===== config.mk =====
export PLATFORM = sky130hd
export DESIGN_NAME = oven_heat_controller
export DESIGN_NICKNAME = d
export VERILOG_FILES = /design/src/rtl/oven_heat_controller.sv
export SDC_FILE = /design/constraint.sdc
export NUM_CORES = 1
export LEC_CHECK = 0
export ABC_AREA = 1
export CAP_MARGIN = 20
export CORE_ASPECT_RATIO = 1.25
export CORE_MARGIN = 1.5
export CORE_UTILIZATION = 56
export DETAILED_ROUTE_END_ITERATION = 6
export GPL_ROUTABILITY_DRIVEN = 0
export GPL_TIMING_DRIVEN = 0
export PLACE_DENSITY = 0.79
export REMOVE_ABC_BUFFERS = 1
export SKIP_LAST_GASP = 1
export SLEW_MARGIN = 20
export SYNTH_ARGS = -nofsm -noshare
export SYNTH_HDL_FRONTEND = slang
export SYNTH_SLANG_ARGS = --single-unit

===== constraint.sdc =====
create_clock -name clk -period 10.75 [get_ports clk]
set_clock_uncertainty 0.05 [all_clocks]
set_input_delay 1.6125 -clock clk [delete_from_list [all_inputs] [get_ports clk]]
set_output_delay 1.6125 -clock clk [all_outputs]
set_load 0.05 [all_outputs]

===== src/rtl/oven_heat_controller.sv =====
// rtl/oven_heat_controller.sv - oven preheat/cook sequencer with temperature model; OVEN_COOLDOWN_EN adds a COOLDOWN phase
module oven_heat_controller #(
  parameter int TICK_COUNT = 50000000,
  parameter int MIN_TEMP   = 65,
  parameter int MAX_TEMP   = 500,
  parameter int RAMP_STEP  = 5
) (
  input  logic        clk,
  input  logic        rst,
  input  logic        start,
  input  logic        cancel,
  input  logic [9:0]  target_temp,
  input  logic [12:0] target_time,
  output logic [9:0]  current_temp,
  output logic [12:0] time_left,
  output logic        heater_on,
  output logic [2:0]  state,
  output logic        busy,
  output logic        done
);

  localparam int            PW         = (TICK_COUNT > 1) ? $clog2(TICK_COUNT) : 1;
  localparam logic [PW-1:0] PRESC_LAST = PW'(TICK_COUNT - 1);
  localparam logic [9:0]    MIN_T      = 10'(MIN_TEMP);
  localparam logic [9:0]    MAX_T      = 10'(MAX_TEMP);
  localparam logic [9:0]    STEP       = 10'(RAMP_STEP);

  // COOLDOWN only exists as an encoding when the cooldown phase is built in
  typedef enum logic [2:0] {
    S_IDLE     = 3'd0,
    S_PREHEAT  = 3'd1,
    S_COOK     = 3'd2,
`ifdef OVEN_COOLDOWN_EN
    S_COOLDOWN = 3'd3,
`endif
    S_DONE     = 3'd4
  } state_e;

  state_e        state_q, state_d;
  logic [PW-1:0] presc_q, presc_d;
  logic [9:0]    temp_q, temp_d;
  logic [9:0]    tgt_q, tgt_d;
  logic [12:0]   time_q, time_d;
  logic [9:0]    tgt_clamped;
  logic [9:0]    rise_diff, fall_diff, cool_diff;
  logic          tick;

  // The tick fires on the cycle whose edge wraps the prescaler back to 0
  assign tick    = (presc_q == PRESC_LAST);
  assign presc_d = tick ? '0 : presc_q + PW'(1);

  assign tgt_clamped = (target_temp < MIN_T) ? MIN_T :
                       (target_temp > MAX_T) ? MAX_T : target_temp;

  // Sequencing: cancel wins over everything, start is honoured only from IDLE or DONE
  always_comb begin
    state_d = state_q;
    time_d  = time_q;
    tgt_d   = tgt_q;
    if (cancel) begin
      state_d = S_IDLE;
      time_d  = '0;
    end else begin
      case (state_q)
        S_IDLE, S_DONE: begin
          if (start) begin
            state_d = S_PREHEAT;
            tgt_d   = tgt_clamped;
            time_d  = target_time;
          end
        end
        S_PREHEAT: begin
          if (temp_q == tgt_q) state_d = S_COOK;
        end
        S_COOK: begin
          if (time_q == '0) begin
`ifdef OVEN_COOLDOWN_EN
            state_d = S_COOLDOWN;
`else
            state_d = S_DONE;
`endif
          end else if (tick) begin
            time_d = time_q - 13'd1;
          end
        end
`ifdef OVEN_COOLDOWN_EN
        S_COOLDOWN: begin
          if (temp_q == MIN_T) state_d = S_DONE;
        end
`endif
        default: state_d = S_IDLE;
      endcase
    end
  end

  // Temperature model: ramp toward target in PREHEAT, hold in COOK, otherwise cool toward ambient
  always_comb begin
    rise_diff = tgt_q - temp_q;
    fall_diff = temp_q - tgt_q;
    cool_diff = temp_q - MIN_T;
    temp_d    = temp_q;
    if (tick) begin
      if (!cancel && state_q == S_PREHEAT) begin
        if (temp_q < tgt_q) begin
          temp_d = temp_q + ((rise_diff < STEP) ? rise_diff : STEP);
        end else begin
          temp_d = temp_q - ((fall_diff < STEP) ? fall_diff : STEP);
        end
      end else if (!cancel && state_q == S_COOK) begin
        temp_d = temp_q;
      end else if (temp_q > MIN_T) begin
        temp_d = temp_q - ((cool_diff < STEP) ? cool_diff : STEP);
      end
    end
  end

  // State and datapath registers, reset to an idle oven at ambient
  always_ff @(posedge clk or posedge rst) begin
    if (rst) begin
      state_q <= S_IDLE;
      presc_q <= '0;
      temp_q  <= MIN_T;
      tgt_q   <= MIN_T;
      time_q  <= '0;
    end else begin
      state_q <= state_d;
      presc_q <= presc_d;
      temp_q  <= temp_d;
      tgt_q   <= tgt_d;
      time_q  <= time_d;
    end
  end

  assign state        = state_q;
  assign current_temp = temp_q;
  assign time_left    = time_q;
  assign done         = (state_q == S_DONE);
  assign heater_on    = (state_q == S_COOK) || ((state_q == S_PREHEAT) && (temp_q < tgt_q));
`ifdef OVEN_COOLDOWN_EN
  assign busy = (state_q == S_PREHEAT) || (state_q == S_COOK) || (state_q == S_COOLDOWN);
`else
  assign busy = (state_q == S_PREHEAT) || (state_q == S_COOK);
`endif

endmodule


==> Word-level counts from Yosys, hierarchy flattened <==
Cells that the tools add are included.
{ "totals": {"reg_bits": 62, "inputBits": 27, "output_inout_bits": 29, "wordCells": 67} }
{ "classes": {"addsub": 8, "magnitude_cmp": 7, "eq_ne": 11, "n_mux": 20, "bitwise": 1, "n_reduce_logical": 15} }
{ "op_table": {"columns": ["op", "count"], "rows": [
  ["$mux W10", 9],
  ["$mux W13", 4],
  ["$sub A10 B10 Y10", 4],
  ["$lt A10 B3 Y1 const B", 3],
  ["$add A26 B1 Y26 const B", 1],
  ["$eq A26 B26 Y1 const B", 1],
  ["$mux W26", 1],
  ["$pmux W13 S2", 1],
  ["$ne A3 B3 Y1 const B", 5],
  ["$logic_not A13 Y1", 1],
  ["$sub A13 B1 Y13 const B", 1],
  ["$mux W3", 4],
  ["$add A10 B10 Y10", 1],
  ["$eq A10 B10 Y1", 1],
  ["$gt A10 B7 Y1 const B", 1],
  ["$gt A10 B9 Y1 const B", 1],
  ["$lt A10 B10 Y1", 1],
  ["$lt A10 B7 Y1 const B", 1],
  ["$sub A10 B7 Y10 const B", 1],
  ["$pmux W3 S3", 1],
  ["$reduce_and A3 Y1", 3],
  ["$reduce_and A4 Y1", 1],
  ["$eq A3 B1 Y1 const B", 1],
  ["$eq A3 B2 Y1 const B", 1],
  ["10 further kinds", 13]
]} }

==> Depth between registers and ports, before layout <==
{ "depth": {"depth_word": 7, "depth_mapped": 34, "ltp_nobuf": 33} }

==> Least setup slack after synthesis <==
OpenSTA, ideal clock, no wires.
{ "synth_path": {"path_type": "register to register", "start": "register temp_q[1] (netlist: current_temp[1])", "end": "register temp_q[9] (netlist: current_temp[9])", "setup_ns": 0.120, "arrival_time_ns": 4.246, "required_time_ns": 10.580, "slack_ns": 6.334, "stages_incl_launch_ff": 34, "n_path_buf": 0, "period_less_slack_ns": 4.416, "cell_sequence": "dfrtp_1 -> inv_1 -> ha_1 -> nand2_4 -> inv_2 -> nand2_2 -> nand2_2 -> nand2_1 -> nand2_1 -> nand2_1 -> nand2_1 -> nand2_2 -> nor2_4 -> nand2_1 -> or2_2 -> ha_1 -> inv_1 -> o21ai_2 -> inv_2 -> nand2_1 -> nand2_1 -> nand2_1 -> ha_1 -> a21oi_1 -> o21ai_0 -> a21o_1 -> nand2_1 -> nand2_1 -> a21oi_1 -> inv_1 -> nand2_2 -> nand3_2 -> nand2_1 -> nand2_1"} }
{ "synth_between": {"elab_chain_len": 7, "elab_cells_between_ends": 20, "classes_between": "6 x add/sub; 5 x order compare; 7 x mux; 2 x reduce/logical"} }
{ "synth_lines": {"columns": ["element", "line", "text"], "rows": [
  ["start, declared", "41", "logic [9:0] temp_q, temp_d;"],
  ["start signal, assigned", "128", "temp_q <= temp_d;"],
  ["$sub A10 B7 Y10", "100", "cool_diff = temp_q - MIN_T;"],
  ["$lt A10 B3 Y1", "112", "temp_d = temp_q - ((cool_diff < STEP) ? cool_diff : STEP);"],
  ["$mux W10", "112", null],
  ["$sub A10 B10 Y10", "112", null],
  ["$mux W10", "111", "end else if (temp_q > MIN_T) begin"],
  ["$mux W10", "109", "end else if (!cancel && state_q == S_COOK) begin"],
  ["$mux W10", "103", "if (!cancel && state_q == S_PREHEAT) begin"]
]} }
Several ways; a longest one is shown, not always the timed one. The select of a mux whose other input is x is not followed.
A chain may end at the register's enable or synchronous reset.

==> Final worst setup path <==
{ "layout_path": {"start": "register temp_q[0] (netlist: current_temp[0])", "end": "output port heater_on"} }
{ "layout_between": {"elab_chain_len": 3} }
{ "layout_lines": {"columns": ["element", "line", "text"], "rows": [
  ["$lt A10 B10 Y1", "138", "assign heater_on = (state_q == S_COOK) || ((state_q == S_PREHEAT) && (temp_q < tgt_q));"],
  ["$logic_and A1 B1 Y1", "138", null],
  ["$logic_or A1 B1 Y1", "138", null],
  ["end, declared", "16", "output logic heater_on,"]
]} }
No other way between the ends.

==> out/metrics.cfg <==
[run_status]
status = finished, final reports clean

[power]
p_switching_uw = 627
finalPower_mw = 1.25
clkPwrFrac_pct = 15.3
p_comb_share_pct = 59.9
intPower_uw = 620
pwr-share-seq_pct = 24.8
switching_share_pct = 50.3
p_leak_nw = 2.90
ir_drop_mv = 0.175
power_per_cell_area_nw_per_um2 = 210

[layout]
syn_to_final_growth_pct = 16.5
final_common_cell = nand2_1
n_fill_cell = 774
drive_gt1_share_pct = 11.2
antenna-diode-count = 0
nets = 827
final_cell_mix = nand2_1 (142), inv_1 (112), nor2_1 (64), dfrtp_1 (58), clkdlybuf4s50_1 (55)

[clock_network]
cts_resized = 0
cts_sinks = 62
htree_levels = 3
cts_buffers = 9
cts_setup_buffers = 0
cts-root-buf = clkbuf_8
clockBufferDepth = 2
clk_pin_slew_worst_paths_ns = 0.07
hold_buffers = 0
cts_tree = done
clk_latency_ns = 0.35

[timing]
slew_headroom_pct = 38.9
max_freq_mhz = 197
slew_viol_final = 0
setup_viol = 0
tightest_slew_ns = 0.914
rsz0062_at_grt = false
tns_ns = 0
setup_ws_ns = 5.67
holdWs_ns = 0.408
period_share_pct = 47.2
finalCriticalPeriod_ns = 5.08
hold_viol_final = 0

[hold_path]
hp-class = reg -> reg

[floorplan]
rows = 38
die-area_um2 = 9700
die_h_um = 110
fp.dieW_um = 88.4
initial_utilization_pct = 58.4
ios = 56
coreArea_um2 = 8750

[yosys]
ys_ff_latch = 62
synth_edf_count = 0
netlist_instances = 706
synth-async-reset-ratio_pct = 100
synth.avg_cell_area_um2 = 7.23
synth-main-ff-cell = dfrtp_1
synth_cell_types = 50
ys_seq_area_share_pct = 30.5
synth_area_um2 = 5100
yosysWarnings = 0

[critical_path]
cp_top_family = buffers and inverters
critPathRequiredTime_ns = 9.09
cp_slowest_cell = clkdlybuf4s50_1
crit_path_frequent_cell = nand2_1
worst_setup_path_start_kind = register
crit_buf_inv = 4
crit_arrival_ns = 3.42
cpPeakStageDelay_ns = 0.80
critPathKind = reg -> out
path_max_fanout = 6
end_kind = output pin
cp_cell_sequence = inv_1 > ha_1 > inv_1 > fa_1 > nand3_1 > nand2_1 > nand2_1 > nand3_1 > a21oi_1 > o21ai_2 > inv_1 > nand2_1 > nand2_1 > clkdlybuf4s50_1

[grt]
grt_max_degree = 45
grt_overflow = 0
grt_first_pass_wirelength_um = 21200
grt_usage_pct = 28.2
first_global_vias = 4832
antenna_found_initial = 0

[routing]
vias = 4877
drcViolationCount = 0
viasPerCell = 5.49
drt_iter0_drc = 294
drt-pass1-iter-count = 5
ant_nets = 0
wl_per_cell_um = 14.2
wl_um = 12700

[run]
max_cap_violations = 0

[place]
place_ws_ns = 5.79
dpl.hpwl_um = 10100
port_buffers = 55

power groups by stage:
stage | Sequential [mW] | Clock (mW) | Combinational, mW
floorplan | 0.399 | 0 | 0.468
global placement | 0.313 | 0 | 0.722
detailed placement | 0.313 | 0 | 0.741
CTS | 0.310 | 0.194 | 0.744
global route | 0.315 | 0.203 | 0.830
finish | 0.310 | 0.190 | 0.747
routing by layer:
layer | track usage, % | share of wire (%) | vias to the layer above
li1 | - | - | 2421
met1 | 32.7 | 42 | 2279
met2 | 48.7 | 50 | 137
met3 | 4.43 | 3.6 | 40
met4 | 16.4 | 4.3 | 0
met5 | 0 | 0 | -
kinds of logic (layout without fill, tap and decap cells):
group / count (synthesis) / count (layout) / share of synthesized area, %
fa+ha+maj: 36 / 36 / 9.26
buf+inv: 134 / 197 / 10.5
xor+xnor: 24 / 24 / 4.49
simple gates: 327 / 327 / 30.9
compound gates: 123 / 123 / 14.4
flops: 62 / 62 / 30.5
metrics by stage:
step | cells | area [µm²] | util (%)
after floorplan | 696 | 5030 | -
after global placement | 871 | 5730 | 65.5
after detailed placement | 872 | 5760 | 65.9
after CTS | 888 | 5940 | 67.9
after global routing | 889 | 5950 | 68.0
final | 889 | 5950 | 68.0
area by class of cell:
class,count,area [µm²],share of cell area (%)
clock buffer,12,155,2.61
timing repair buffer,57,586,9.84
tap,120,150,2.52
multi-input combinational,510,3010,50.6
inverter,124,468,7.87
sequential,62,1560,26.2
clock inverter,4,22.5,0.379
worst register-to-register path, delay by kind of cell (launching register included):
family | cells | cell delay (ns)
flip-flops | 1 | 0.54
adder cells (fa/ha/maj) | 4 | 1.21
buffers and inverters | 5 | 0.43
AO/OA/AOI/OAI | 5 | 0.83
AND/OR/NAND/NOR | 19 | 1.70
registers in the layout, indices dropped and copies added (netlist names):
name / cells
tgt_q: 10
presc_q: 26
current_temp: 10
state: 3
time_left: 13
synth_stat cells (3+ instances only):
master	n	area share [%]
o21ai_0	31	3.0
fa_1	3	1.2
or2_2	3	0.37
xnor2_1	4	0.69
nor3_1	17	1.7
nand2_2	12	1.5
nor2_2	7	0.86
ha_1	33	8.1
dfstp_2	4	2.1
buf_6	4	0.88
nand3_1	33	3.2
nor2_4	5	1.1
nor3_2	4	0.78
nand4_1	12	1.5
nand3b_1	3	0.44
a32oi_1	3	0.51
inv_1	113	8.3
clkbuf_1	3	0.22
nand3_2	7	1.4
o21bai_1	4	0.59
dfrtp_1	58	28
o21ai_2	3	0.51
o22ai_1	7	0.86
a31oi_1	3	0.37
a21oi_1	41	4.0
inv_2	11	0.81
buf_2	3	0.29
nand2_1	142	10
and3_1	4	0.49
o22ai_2	4	0.98
o21ai_1	13	1.3
nor2_1	64	4.7
xor2_1	19	3.3
nor4_1	7	0.86
final timing paths:
check	from	end	slack [ns]	cells after the start
max	current_temp[0]	heater_on	5.67	14
min	presc_q[0]	presc_q[0]	0.41	1
max reg2reg	tgt_q[0]	current_temp[9]	5.91	33
min reg2reg	presc_q[0]	presc_q[0]	0.41	1
max in group asynchronous	rst	current_temp[0]	8.57	3
min in group asynchronous	rst	time_left[0]	1.51	2
No activity file was read; power rests on OpenSTA's default activity.
